### src/rtl/procyon_ccu_ifq.sv
// Instruction-fetch miss queue: tracks icache line misses in allocation order,
// issues them to the CCU one at a time and emits a one-cycle fill strobe per line.

module procyon_ccu_ifq_entry #(
  parameter int LA_W = 27
) (
  input  logic            clk,
  input  logic            rst,
  input  logic            alloc_we,
  input  logic            pop,
  input  logic [LA_W-1:0] alloc_addr,
  output logic [LA_W-1:0] addr,
  output logic            match
);
  logic valid;

  always_ff @(posedge clk) begin
    if (rst)           valid <= 1'b0;
    else if (alloc_we) valid <= 1'b1;
    else if (pop)      valid <= 1'b0;
  end

  always_ff @(posedge clk) begin
    if (alloc_we) addr <= alloc_addr;
  end

  assign match = valid && (addr == alloc_addr);
endmodule

module procyon_ccu_ifq #(
  parameter int OPTN_ADDR_WIDTH   = 32,
  parameter int OPTN_IC_LINE_SIZE = 32,
  parameter int OPTN_IFQ_DEPTH    = 4
) (
  input  logic                                                   clk,
  input  logic                                                   rst,
  input  logic                                                   i_alloc_en,
  input  logic [OPTN_ADDR_WIDTH-$clog2(OPTN_IC_LINE_SIZE)-1:0]   i_alloc_addr,
  output logic                                                   o_ifq_full,
  output logic                                                   o_ccu_en,
  output logic [OPTN_ADDR_WIDTH-$clog2(OPTN_IC_LINE_SIZE)-1:0]   o_ccu_addr,
  input  logic                                                   i_ccu_done,
  input  logic [8*OPTN_IC_LINE_SIZE-1:0]                         i_ccu_data,
  output logic                                                   o_fill_en,
  output logic [OPTN_ADDR_WIDTH-$clog2(OPTN_IC_LINE_SIZE)-1:0]   o_fill_addr,
  output logic [8*OPTN_IC_LINE_SIZE-1:0]                         o_fill_data
);
  localparam int IC_LINE_WIDTH   = 8*OPTN_IC_LINE_SIZE;
  localparam int IC_OFFSET_WIDTH = $clog2(OPTN_IC_LINE_SIZE);
  localparam int LA_W            = OPTN_ADDR_WIDTH - IC_OFFSET_WIDTH;
  localparam int IDX_W           = $clog2(OPTN_IFQ_DEPTH);

  typedef enum logic [1:0] {IDLE, REQ, FILL} state_t;

  state_t                             state, state_next;
  logic [IDX_W-1:0]                   head, tail;
  logic [IDX_W:0]                     count;
  logic [OPTN_IFQ_DEPTH-1:0]          entry_match;
  logic [OPTN_IFQ_DEPTH-1:0][LA_W-1:0] entry_addr;
  logic                               alloc_accept, pop_en;
  logic [LA_W-1:0]                    fill_addr;
  logic [IC_LINE_WIDTH-1:0]           fill_data;

  assign o_ifq_full = (count == (IDX_W+1)'(OPTN_IFQ_DEPTH));
  // Duplicate check covers every valid entry, including the head being filled.
  assign alloc_accept = i_alloc_en && !o_ifq_full && !(|entry_match);

  for (genvar g = 0; g < OPTN_IFQ_DEPTH; g++) begin : g_entry
    procyon_ccu_ifq_entry #(.LA_W(LA_W)) u_entry (
      .clk        (clk),
      .rst        (rst),
      .alloc_we   (alloc_accept && (tail == IDX_W'(g))),
      .pop        (pop_en && (head == IDX_W'(g))),
      .alloc_addr (i_alloc_addr),
      .addr       (entry_addr[g]),
      .match      (entry_match[g])
    );
  end

  always_ff @(posedge clk) begin
    if (rst) state <= IDLE;
    else     state <= state_next;
  end

  always_comb begin
    state_next = state;
    o_ccu_en   = 1'b0;
    o_fill_en  = 1'b0;
    pop_en     = 1'b0;
    case (state)
      IDLE: if (count != '0) state_next = REQ;
      REQ: begin
        o_ccu_en = 1'b1;
        if (i_ccu_done) state_next = FILL;
      end
      FILL: begin
        o_fill_en  = 1'b1;
        pop_en     = 1'b1;
        state_next = IDLE;
      end
      default: state_next = IDLE;
    endcase
  end

  always_ff @(posedge clk) begin
    if (rst) begin
      head  <= '0;
      tail  <= '0;
      count <= '0;
    end else begin
      if (alloc_accept) tail <= tail + 1'b1;
      if (pop_en)       head <= head + 1'b1;
      count <= count + {{IDX_W{1'b0}}, alloc_accept} - {{IDX_W{1'b0}}, pop_en};
    end
  end

  // Head entry cannot be overwritten while it is outstanding, so the address is stable in REQ.
  assign o_ccu_addr = entry_addr[head];

  always_ff @(posedge clk) begin
    if (!rst && (state == REQ) && i_ccu_done) begin
      fill_addr <= entry_addr[head];
      fill_data <= i_ccu_data;
    end
  end

  assign o_fill_addr = fill_addr;
  assign o_fill_data = fill_data;
endmodule

### config.mk
export PLATFORM = sky130hd
export DESIGN_NAME = procyon_ccu_ifq
export DESIGN_NICKNAME = d
export VERILOG_FILES = /design/src/rtl/procyon_ccu_ifq.sv
export SDC_FILE = /design/constraint.sdc
export NUM_CORES = 1
export LEC_CHECK = 0
export ABC_AREA = 1
export ABC_CLOCK_PERIOD_IN_PS = 45600
export BUFFER_PORTS_ARGS = -buffer_cell sky130_fd_sc_hd__buf_2
export CAP_MARGIN = 20
export CORE_AREA = 8 8 229 231
export CTS_CLUSTER_SIZE = 24
export DETAILED_ROUTE_END_ITERATION = 10
export DIE_AREA = 0 0 237 239
export SLEW_MARGIN = 20
export SYNTH_ARGS = -nofsm -noshare
export SYNTH_HDL_FRONTEND = slang
export SYNTH_SLANG_ARGS = --single-unit
export TNS_END_PERCENT = 1
### constraint.sdc
create_clock -name clk -period 45.6 [get_ports clk]
set_input_delay 2.28 -clock clk [delete_from_list [all_inputs] [get_ports clk]]
set_output_delay 2.28 -clock clk [all_outputs]
set_load 0.005 [all_outputs]
==> run_results.csv, run 1 <==
group,metric,value,unit
run_status,status,"complete, no violations",
clock_tree,cts_buffers,46,
grt,grt_max_degree,183,
clock_tree,max-clock-path-buffers,3,
job,max-cap-violations,0,
floorplanning,die_w,237,µm
sta,drv_slew,0,
final_layout,final_cell_mix,"buf_2 (599), edfxtp_1 (391), nand2_1 (277)",
final_layout,syn_to_final_growth,33.6,%
yosys,synth_ff_type,"edfxtp_1",
grt,grt_use_met1,29.6,%
min_path,hold_class,"flop to flop",
power,p_comb_share,14.9,%
routing,first_iter_violations,1119,
clock_tree,clk_latency,0.59,ns
grt,grt_use_met3,9.70,%
place,port_buffers,599,
floorplanning,dieArea,56600,µm²
sta,period_share,11.3,%
power,power_frac_seq,47.0,%
yosys,ys_seq_elements,404,
sta,relSlewSlack,23.3,%
place,dp_hpwl,59.5,mm
sta,hold_viol,0,
min_path,min_from,"g_entry[0].u_entry.valid$_SDFFE_PP0P_",
routing,via_per_inst,4.87,
yosys,syn-cell-area,15900,µm²
power,vdd_drop_max,0.0272,mV
power,leakagePower,0.00903,µW
floorplanning,die_h,239,µm
yosys,synth.net_count,1538,
yosys,synth_area_per_cell,12.8,µm²
sta,fin_skew,0.0239,ns
clock_tree,cts_hold_buf,0,
floorplanning,initial_core_util,32.7,%
grt,grt_antenna_before_repair,38,
yosys,synth_edf_count,391,
routing,vias,12400,
routing,ant_nets,0,
sta,tightest_slew,1.15,ns
grt,grt_first_pass_wirelength,99.5,mm
routing,dr.pass1.iters,5,
floorplanning,row_count,81,
grt,grt_pass1_vias,12500,
final_layout,final_area,21200,µm²
setup_path,arrival,2.86,ns
clock_tree,root_buffer,"clkbuf_16",
sta,final-setup-viol-count,0,
clock_tree,cts_resized,0,
clock_tree,clk_pin_slew,0.06,ns
routing,routed_wl,74.2,mm
setup_path,criticalPathCategory,"flop to primary output",
setup_path,worstSetupEndpointType,"primary output",
final_layout,fillers,4583,
final_layout,final_common_cell,"buf_2",
sta,fmax,195,MHz
yosys,ys_warn_count,0,
setup_path,r2r_end,"count[2]$_SDFF_PP0_",
grt,grt-busiest-layer,"met2",
yosys,synthArstFlopShare,0,%
grt,grt_overflow,0,
min_path,min_path_cells,2,
routing,drc,0,
floorplanning,io_pins,600,
grt,grtUsageMet2,41.4,%
setup_path,start_kind,"flop",
clock_tree,cts_tree,"done",
sta,fin_crit,5.14,ns
setup_path,reg2reg_from,"g_entry[0].u_entry.addr[22]$_DFFE_PP_",
grt,grt_use_total,25.1,%
clock_tree,h-tree-depth,2,
place,dpl_cell_area,19600,µm²
min_path,worst_hold_path.endpoint,"g_entry[0].u_entry.valid$_SDFFE_PP0P_",
setup_path,crit_start,"head[1]$_SDFFE_PP0P_",
power,switching_power,270,µW
power,p_int,725,µW
routing,wl_per_cell,29.1,µm
sta,fin_setup_tns,0,ns
final_layout,drive_gt1_share,37.7,%
setup_path,r2r_slack,42.66,ns
clock_tree,cts_setup_buffers,0,
power,p_sw_share,27.1,%
clock_tree,cts_sinks,404,
setup_path,crit_fanout,46,
setup_path,cp_data_required_time,43.32,ns
yosys,synthCells,1240,
setup_path,reg2regPathDepth,16,
yosys,synth-seq-area-share,75.6,%
power,powerDensity,46.9,nW/µm²
yosys,synth_cell_types,36,
place,gp_congestion,0.971,
final_layout,nets,2173,
sta,rsz0062_at_grt,"false",
power,p_clk_share,38.0,%
floorplanning,core_area,48500,µm²
logic make-up after synthesis:
| kind of cell | count (synthesis) | share of synthesized area [%] |
|---|---|---|
| simple gates | 484 | 13.2 |
| flops | 404 | 75.6 |
| buf+inv | 170 | 4.08 |
| compound gates | 145 | 4.75 |
| xor+xnor | 26 | 1.44 |
| fa+ha+maj | 11 | 0.915 |
stage by stage:
step / cells / setup WS [ns] / power, µW / util [%] / hold WS, ns
after CTS: 2534 / 40.48 / 1010 / 43.6 / 0.479
after detailed placement: 2449 / 40.68 / 625 / 40.5 / 0.470
after global placement: 2449 / 40.63 / 625 / 40.5 / 0.465
after global routing: 2536 / 40.39 / 1030 / 43.6 / 0.485
final: 2549 / 40.46 / 995 / 43.7 / 0.475
after floorplan: 1240 / 22.79 / 552 / - / 0.447
flip-flops by register name, summed over array words and instances (netlist names):
register               count
g_entry.u_entry.valid      4
o_fill_addr               27
tail                       2
count                      3
state                      2
o_fill_data              256
head                       2
g_entry.u_entry.addr     108
layer usage:
metal  vias up  share of wire (%)
met1      6065                 38
li1       5562                  -
met3       158                9.9
met5         -               0.50
met4        42                3.7
met2       584                 48
critical path: stages (launching register included):
cell and delay (ns):
dfxtp_1 0.66, clkinv_1 0.29, buf_4 0.37, o21ai_0 0.14, a21oi_1 0.06, a21oi_1 0.50
buf_2 0.24
final cells by class:
class                           count  area (µm²)  area share [%]
Sequential cell                   404       12000            56.6
Multi-Input combinational cell    666        3220            15.2
Timing Repair Buffer              609        3090            14.6
Clock buffer                       57        1220            5.77
Tap cell                          622         778            3.67
Inverter                          148         556            2.62
Clock inverter                     28         299            1.41
Antenna cell                       15        37.5           0.177
worst max-delay path by stage:
stage                               end  slack, ns  depth (start not counted)
2_1_floorplan  o_fill_addr[0]$_DFFE_PP_      22.79                          2
3_3_place_gp        count[2]$_SDFF_PP0_      40.63                         17
3_5_place_dp        count[2]$_SDFF_PP0_      40.68                         17
4_1_cts                   o_ccu_addr[7]      40.48                          6
5_1_grt                   o_ccu_addr[7]      40.39                          6
6_report                  o_ccu_addr[7]      40.46                          6
Yosys cell counts (3+ instances only):
library cell    n  area (µm²)
clkbuf_1       16        60.1
o22ai_1         9        56.3
ha_1           10         125
or2_1           4        25.0
nand2_2         6        37.5
a21oi_1        54         270
nand4_1        24         150
o21ai_1         5        25.0
nor2_1        105         394
inv_2          20        75.1
nand3_2         6        60.1
o21ai_0        72         360
edfxtp_1      391       11700
and2_1          4        25.0
buf_2           5        25.0
xor2_1          6        52.6
nor2_2          7        43.8
inv_1         125         469
clkinv_1        3        11.3
nand2_1       277        1040
nand3b_1        4        30.0
dfxtp_1        13         260
nand3_1        32         160
nor3_1          5        25.0
a21oi_2         4        35.0
xnor2_1        20         175
power by group through the flow:
| stage | Clock (µW) | Combinational [µW] | Sequential [µW] |
|---|---|---|---|
| floorplan | 0 | 60.0 | 492 |
| global route | 400 | 161 | 471 |
| detailed placement | 0 | 151 | 475 |
| finish | 378 | 149 | 468 |
| global placement | 0 | 151 | 474 |
| CTS | 387 | 151 | 468 |
No activity file was read; power rests on OpenSTA's default activity.
==> inputs of run 2 (changes only) <==
ABC_CLOCK_PERIOD_IN_PS = 5000   (was 45600)
CORE_AREA = 8 8 224 226   (was 8 8 229 231)
DIE_AREA = 0 0 232 234   (was 0 0 237 239)
clock period = 5 ns   (was 45.6 ns; I/O delays follow)
==> run_results.csv, run 2 (same netlist as run 1, synthesis figures left out) <==
group,metric,value,unit
place,dp_hpwl,62.7,mm
setup_path,cp_slowest_stage_delay,0.50,ns
routing,drc,0,
job,max-cap-violations,0,
power,vdd_drop_max,0.331,mV
power,powerDensity,389,nW/µm²
clock_tree,cts_hold_buf,268,
setup_path,worstSetupEndpointType,"primary output",
setup_path,criticalPathCategory,"flop to primary output",
routing,first_iter_violations,1358,
setup_path,cp_common_cell,"o21ai_0",
floorplanning,initial_core_util,33.9,%
clock_tree,clk_latency,0.58,ns
final_layout,final_common_cell,"buf_2",
routing,dr.pass1.iters,7,
sta,fin_skew,0.0321,ns
final_layout,final_cell_mix,"buf_2 (599), edfxtp_1 (391), nand2_1 (276)",
sta,period_share,64.1,%
setup_path,crit_fanout,36,
clock_tree,cts_resized,0,
sta,rsz0062_at_grt,"false",
place,dpl_cell_area,19700,µm²
sta,relSlewSlack,24.6,%
place,port_buffers,599,
grt,grt_pass1_vias,14000,
floorplanning,row_count,80,
power,leakagePower,0.0102,µW
setup_path,arrival,2.96,ns
floorplanning,die_w,232,µm
grt,grt_antenna_before_repair,13,
floorplanning,core_area,46800,µm²
clock_tree,cts_buffers,45,
final_layout,drive_gt1_share,33.6,%
setup_path,worst_path_dominant_cell_family,"buffers and inverters",
clock_tree,cts_sinks,404,
clock_tree,cts_tree,"done",
power,finalPower,9300,µW
floorplanning,io_pins,600,
routing,ant_nets,0,
place,gp_congestion,1.03,
sta,tightest_slew,1.13,ns
grt,grt_first_pass_wirelength,109,mm
final_layout,syn_to_final_growth,50.6,%
sta,hold_viol,0,
clock_tree,root_buffer,"clkbuf_16",
setup_path,path_cells,"inv_1, buf_4, o21ai_0, o21ai_0, buf_2",
routing,vias,13700,
routing,routed_wl,80.1,mm
min_path,hold_class,"primary input to flop",
floorplanning,die_h,234,µm
setup_path,cp.buffers_inverters,3,
final_layout,final_area,23900,µm²
sta,fmax,312,MHz
floorplanning,dieArea,54300,µm²
routing,wl_per_cell,28.5,µm
grt,grt_max_degree,96,
clock_tree,h-tree-depth,2,
setup_path,cp_data_required_time,4.75,ns
clock_tree,cts_setup_buffers,0,
grt,grt_overflow,0,
sta,fin_crit,3.21,ns
sta,fin_setup_tns,0,ns
clock_tree,clk_pin_slew,0.06,ns
final_layout,largest_reg_flops,256,
setup_path,cp_slowest_cell,"o21ai_0",
final_layout,nets,2442,
grt,grt_use_total,28.5,%
clock_tree,max-clock-path-buffers,3,
run_status,status,"complete, no violations",
sta,drv_slew,0,
setup_path,start_kind,"flop",
place,dp_cells,2444,
sta,final-setup-viol-count,0,
routing,via_per_inst,4.88,
final_layout,final_cell_count_no_fill,2809,
-- run 2: power by group --
| group | internal [µW] | switching [µW] |
|---|---|---|
| clock | 2010 | 1430 |
| sequential | 4120 | 150 |
| combinational | 583 | 1010 |
-- run 2: cell type report --
class | instances | area (µm²)
Tap cell | 615 | 769
Clock buffer | 56 | 1230
Clock inverter | 27 | 285
Inverter | 148 | 556
Timing Repair Buffer | 879 | 5800
Sequential cell | 404 | 12000
Fill cell | 4166 | 22900
Antenna cell | 14 | 35.0
Multi-Input combinational cell | 666 | 3230
-- run 2: worst paths after layout --
path / startpoint / to / slack [ns] / cells past startpoint
min: i_alloc_addr[16] / g_entry[2].u_entry.addr[16]$_DFFE_PP_ / 0.03 / 1
max: head[1]$_SDFFE_PP0P_ / o_ccu_addr[15] / 1.79 / 5
min reg2reg: g_entry[0].u_entry.valid$_SDFFE_PP0P_ / g_entry[0].u_entry.valid$_SDFFE_PP0P_ / 0.48 / 2
max reg2reg: g_entry[1].u_entry.addr[2]$_DFFE_PP_ / g_entry[0].u_entry.addr[12]$_DFFE_PP_ / 1.98 / 9
-- run 2: worst register-to-register path: cells and delay by family (launching register included) --
| family | cells | cell delay [ns] |
|---|---|---|
| xor gates and xnor gates | 1 | 0.55 |
| buffers and inverters | 2 | 0.85 |
| and+or+nand+nor | 6 | 0.99 |
| DFF | 1 | 0.40 |
-- run 2: metal layers --
metal | vias up | GRT usage (%) | part of all wire [%]
met2 | 708 | 45.1 | 46
met3 | 162 | 10.3 | 10
met5 | - | 0 | 0.045
met4 | 6 | 13.7 | 5.6
li1 | 6098 | - | -
met1 | 6729 | 34.4 | 38
-- run 2: per-stage QoR --
| stage | setup WS [ns] | hold WS, ns | utilization (%) |
|---|---|---|---|
| 3_5_place_dp | 1.88 | 0.428 | 42.0 |
| 3_3_place_gp | 1.82 | 0.427 | 42.0 |
| 2_1_floorplan | -2.54 | 0.349 | - |
| 5_1_grt | 1.68 | 0.0188 | 51.0 |
| 6_report | 1.79 | 0.0336 | 51.0 |
| 4_1_cts | 1.77 | 0.00353 | 51.0 |
==> inputs of run 3 (changes only) <==
ABC_AREA = 0   (was 1)
ABC_CLOCK_PERIOD_IN_PS = 3350   (was 5000)
CORE_AREA = 8 8 230 232   (was 8 8 224 226)
DIE_AREA = 0 0 238 240   (was 0 0 232 234)
clock period = 3.35 ns   (was 5 ns; I/O delays follow)
==> run_results.csv, run 3 <==
group,metric,value,unit
yosys,yosysTopAreaCell,"edfxtp_1",
run_status,status,"complete, no violations",
sta,hold_viol,0,
grt,grt_antenna_before_repair,26,
final_layout,nets,1884,
clock_tree,root_buffer,"clkbuf_16",
yosys,yosys-top-cells-area,"edfxtp_1 (81%), xnor2_1 (6.5%), mux4_2 (4.2%), dfxtp_1 (1.8%), buf_6 (1.3%)",
place,port_buffers,599,
clock_tree,clk_latency,0.56,ns
floorplanning,die_w,238,µm
setup_path,critPathCapture,"count[2]$_SDFF_PP0_",
setup_path,arrival,3.45,ns
setup_path,cp_slowest_stage_delay,0.57,ns
yosys,ys_seq_elements,404,
power,p_clk_share,37.8,%
setup_path,crit_fanout,11,
routing,drc,0,
place,dp_hpwl,47.1,mm
final_layout,fillers,4323,
yosys,synth_common_cells,"edfxtp_1 (391), xnor2_1 (107), nand4_1 (28)",
final_layout,area.sequential,12000,µm²
sta,tightest_slew,0.816,ns
power,switching_power,3160,µW
setup_path,reg2regPathDepth,14,
yosys,synth_cell_types,32,
clock_tree,max-clock-path-buffers,3,
final_layout,largest_reg_flops,256,
yosys,ys_warn_count,0,
sta,final-setup-viol-count,0,
sta,rsz0062_at_grt,"false",
sta,fmax,331,MHz
power,powerDensity,575,nW/µm²
routing,wl_per_cell,26.7,µm
floorplanning,die_h,240,µm
grt,grt_first_pass_wirelength,83.3,mm
sta,fin_skew,0.0207,ns
setup_path,path_cells,"dlygate4sd3_1, buf_2, xnor2_1, nand4_1, nor4_1, a22oi_1, and4b_4, inv_1, ha_1, inv_1, ha_1, inv_1, fa_1, xor2_1, xnor2_1, nor2_1",
grt,grt_use_met1,24.2,%
setup_path,reg2reg_from,"g_entry[2].u_entry.addr[4]$_DFFE_PP_",
place,gp_congestion,0.937,
setup_path,r2r_end,"count[2]$_SDFF_PP0_",
grt,grt_use_met3,7.78,%
yosys,syn-cell-area,14500,µm²
sta,drv_slew,0,
final_layout,final_cell_mix,"buf_2 (599), edfxtp_1 (391), dlygate4sd3_1 (286)",
routing,vias,10200,
clock_tree,cts_sinks,404,
min_path,hold_class,"primary input to flop",
floorplanning,initial_core_util,29.4,%
sta,fin_crit,3.02,ns
floorplanning,core_area,49500,µm²
power,power_frac_seq,48.0,%
setup_path,r2r_slack,0.34,ns
sta,relSlewSlack,45.4,%
grt,grtUsageMet2,34.3,%
floorplanning,dieArea,57100,µm²
power,p_comb_share,14.2,%
clock_tree,clk_pin_slew,0.06,ns
power,leakagePower,0.00864,µW
routing,first_iter_violations,729,
power,p_int,9860,µW
floorplanning,io_pins,600,
yosys,synthArstFlopShare,0,%
setup_path,cp_common_cell,"inv_1",
clock_tree,cts_buffers,45,
place,dpl_cell_area,18300,µm²
yosys,synth_most_common_cell,"edfxtp_1",
routing,via_per_inst,4.41,
grt,grt_pass1_vias,10700,
yosys,yosysTopAreaCellShare,80.8,%
power,p_sw_share,24.3,%
yosys,synth.net_count,971,
final_layout,final_area,22700,µm²
setup_path,worstSetupEndpointType,"flop",
clock_tree,h-tree-depth,2,
setup_path,start_kind,"primary input",
sta,period_share,90.1,%
setup_path,cp_data_required_time,3.79,ns
final_layout,final_common_cell,"buf_2",
yosys,synth_edf_count,391,
final_layout,multiInputGateArea,2230,µm²
grt,grt_use_total,20.6,%
yosys,synth_area_per_cell,21.6,µm²
setup_path,criticalPathCategory,"primary input to flop",
grt,grt-busiest-layer,"met2",
grt,grt_overflow,0,
grt,grt_max_degree,89,
setup_path,cp_slowest_cell,"dlygate4sd3_1",
floorplanning,row_count,82,
clock_tree,cts_tree,"done",
setup_path,crit_start,"i_alloc_addr[4]",
power,vdd_drop_max,0.375,mV
job,max-cap-violations,0,
clock_tree,cts_setup_buffers,0,
final_layout,syn_to_final_growth,55.9,%
routing,ant_nets,0,
yosys,synth-seq-area-share,82.6,%
routing,routed_wl,61.6,mm
routing,dr.pass1.iters,5,
final_layout,drive_gt1_share,44.6,%
yosys,synthCells,673,
yosys,synth_ff_type,"edfxtp_1",
sta,fin_setup_tns,0,ns
power,finalPower,13000,µW
==> run 3: changes by cell type after synthesis, moves of 49 or more <==
cell     previous run  this run
nor2_1            105         7
o21ai_0            72         0
nand2_1           277         7
inv_1             125         7
xnor2_1            20       107
a21oi_1            54         5
==> run 3: repair_timing <==
action                                 in CTS  in global routing
endpoints found under the hold margin     371                  0
setup endpoints to repair                   0                  0
hold buffers                              286                  0
gates resized for setup                     0                  0
==> run 3: power by group through the flow <==
stage	logic [µW]	registers, µW	clock network (µW)
after global placement	1570	6340	0
after global routing	1980	6290	5240
after detailed placement	1570	6350	0
final	1850	6250	4920
after CTS	1890	6250	5070
after floorplan	646	6420	0
==> run 3: final cells by class <==
cell class | instances | area share [%]
Clock inverter | 23 | 1.03
Inverter | 8 | 0.133
Clock buffer | 58 | 5.46
Sequential cell | 404 | 53.0
Antenna cell | 14 | 0.155
Timing Repair Buffer | 902 | 26.7
Multi-Input combinational cell | 225 | 9.85
Tap cell | 672 | 3.71
==> run 3: kinds of logic after synthesis <==
| logic type | Yosys count | synth area share, % |
|---|---|---|
| XOR/XNOR | 111 | 6.85 |
| adder cells (fa/ha/maj) | 11 | 0.999 |
| flip-flops | 404 | 82.6 |
| buffers and inverters | 44 | 2.13 |
| AO/OA/AOI/OAI | 12 | 0.577 |
| multiplexers | 29 | 4.36 |
| AND/OR/NAND/NOR | 62 | 2.49 |
==> run 3: how the worst min path moves through the flow <==
stage | cells after the start | slack [ns] | from | end
5_1_grt | 3 | 0.13 | i_alloc_en | tail[1]$_SDFFE_PP0P_
3_3_place_gp | 1 | 0.34 | i_ccu_data[8] | o_fill_data[8]$_DFFE_PP_
4_1_cts | 3 | 0.10 | i_alloc_en | tail[1]$_SDFFE_PP0P_
6_report | 3 | 0.14 | i_alloc_en | tail[1]$_SDFFE_PP0P_
2_1_floorplan | 0 | 0.27 | i_alloc_addr[0] | g_entry[0].u_entry.addr[0]$_DFFE_PP_
3_5_place_dp | 1 | 0.35 | i_ccu_data[196] | o_fill_data[196]$_DFFE_PP_
==> run 3: per-stage QoR <==
| stage | cells | hold slack, ns | worst slack [ns] | utilization (%) |
|---|---|---|---|---|
| after global placement | 1925 | 0.344 | 0.348 | 37.0 |
| after CTS | 2292 | 0.101 | 0.358 | 45.7 |
| after global routing | 2296 | 0.135 | 0.190 | 45.8 |
| after floorplan | 673 | 0.266 | -4.21 | - |
| final | 2306 | 0.145 | 0.331 | 45.8 |
| after detailed placement | 1925 | 0.346 | 0.351 | 37.0 |
==> run 3: per-layer routing <==
| layer | vias up | wire length, µm |
|---|---|---|
| met1 | 5101 | 23000 |
| met3 | 98 | 6080 |
| met4 | 12 | 2370 |
| met5 | - | 74 |
| li1 | 4446 | - |
| met2 | 515 | 30100 |
==> run 3: worst max-delay path, delay by kind of cell <==
kind | cells | cell delay, ns
AND/OR/NAND/NOR | 4 | 0.79
buffers and inverters | 5 | 0.94
AO/OA/AOI/OAI | 1 | 0.16
adder cells (fa/ha/maj) | 3 | 0.71
XOR/XNOR | 3 | 0.68
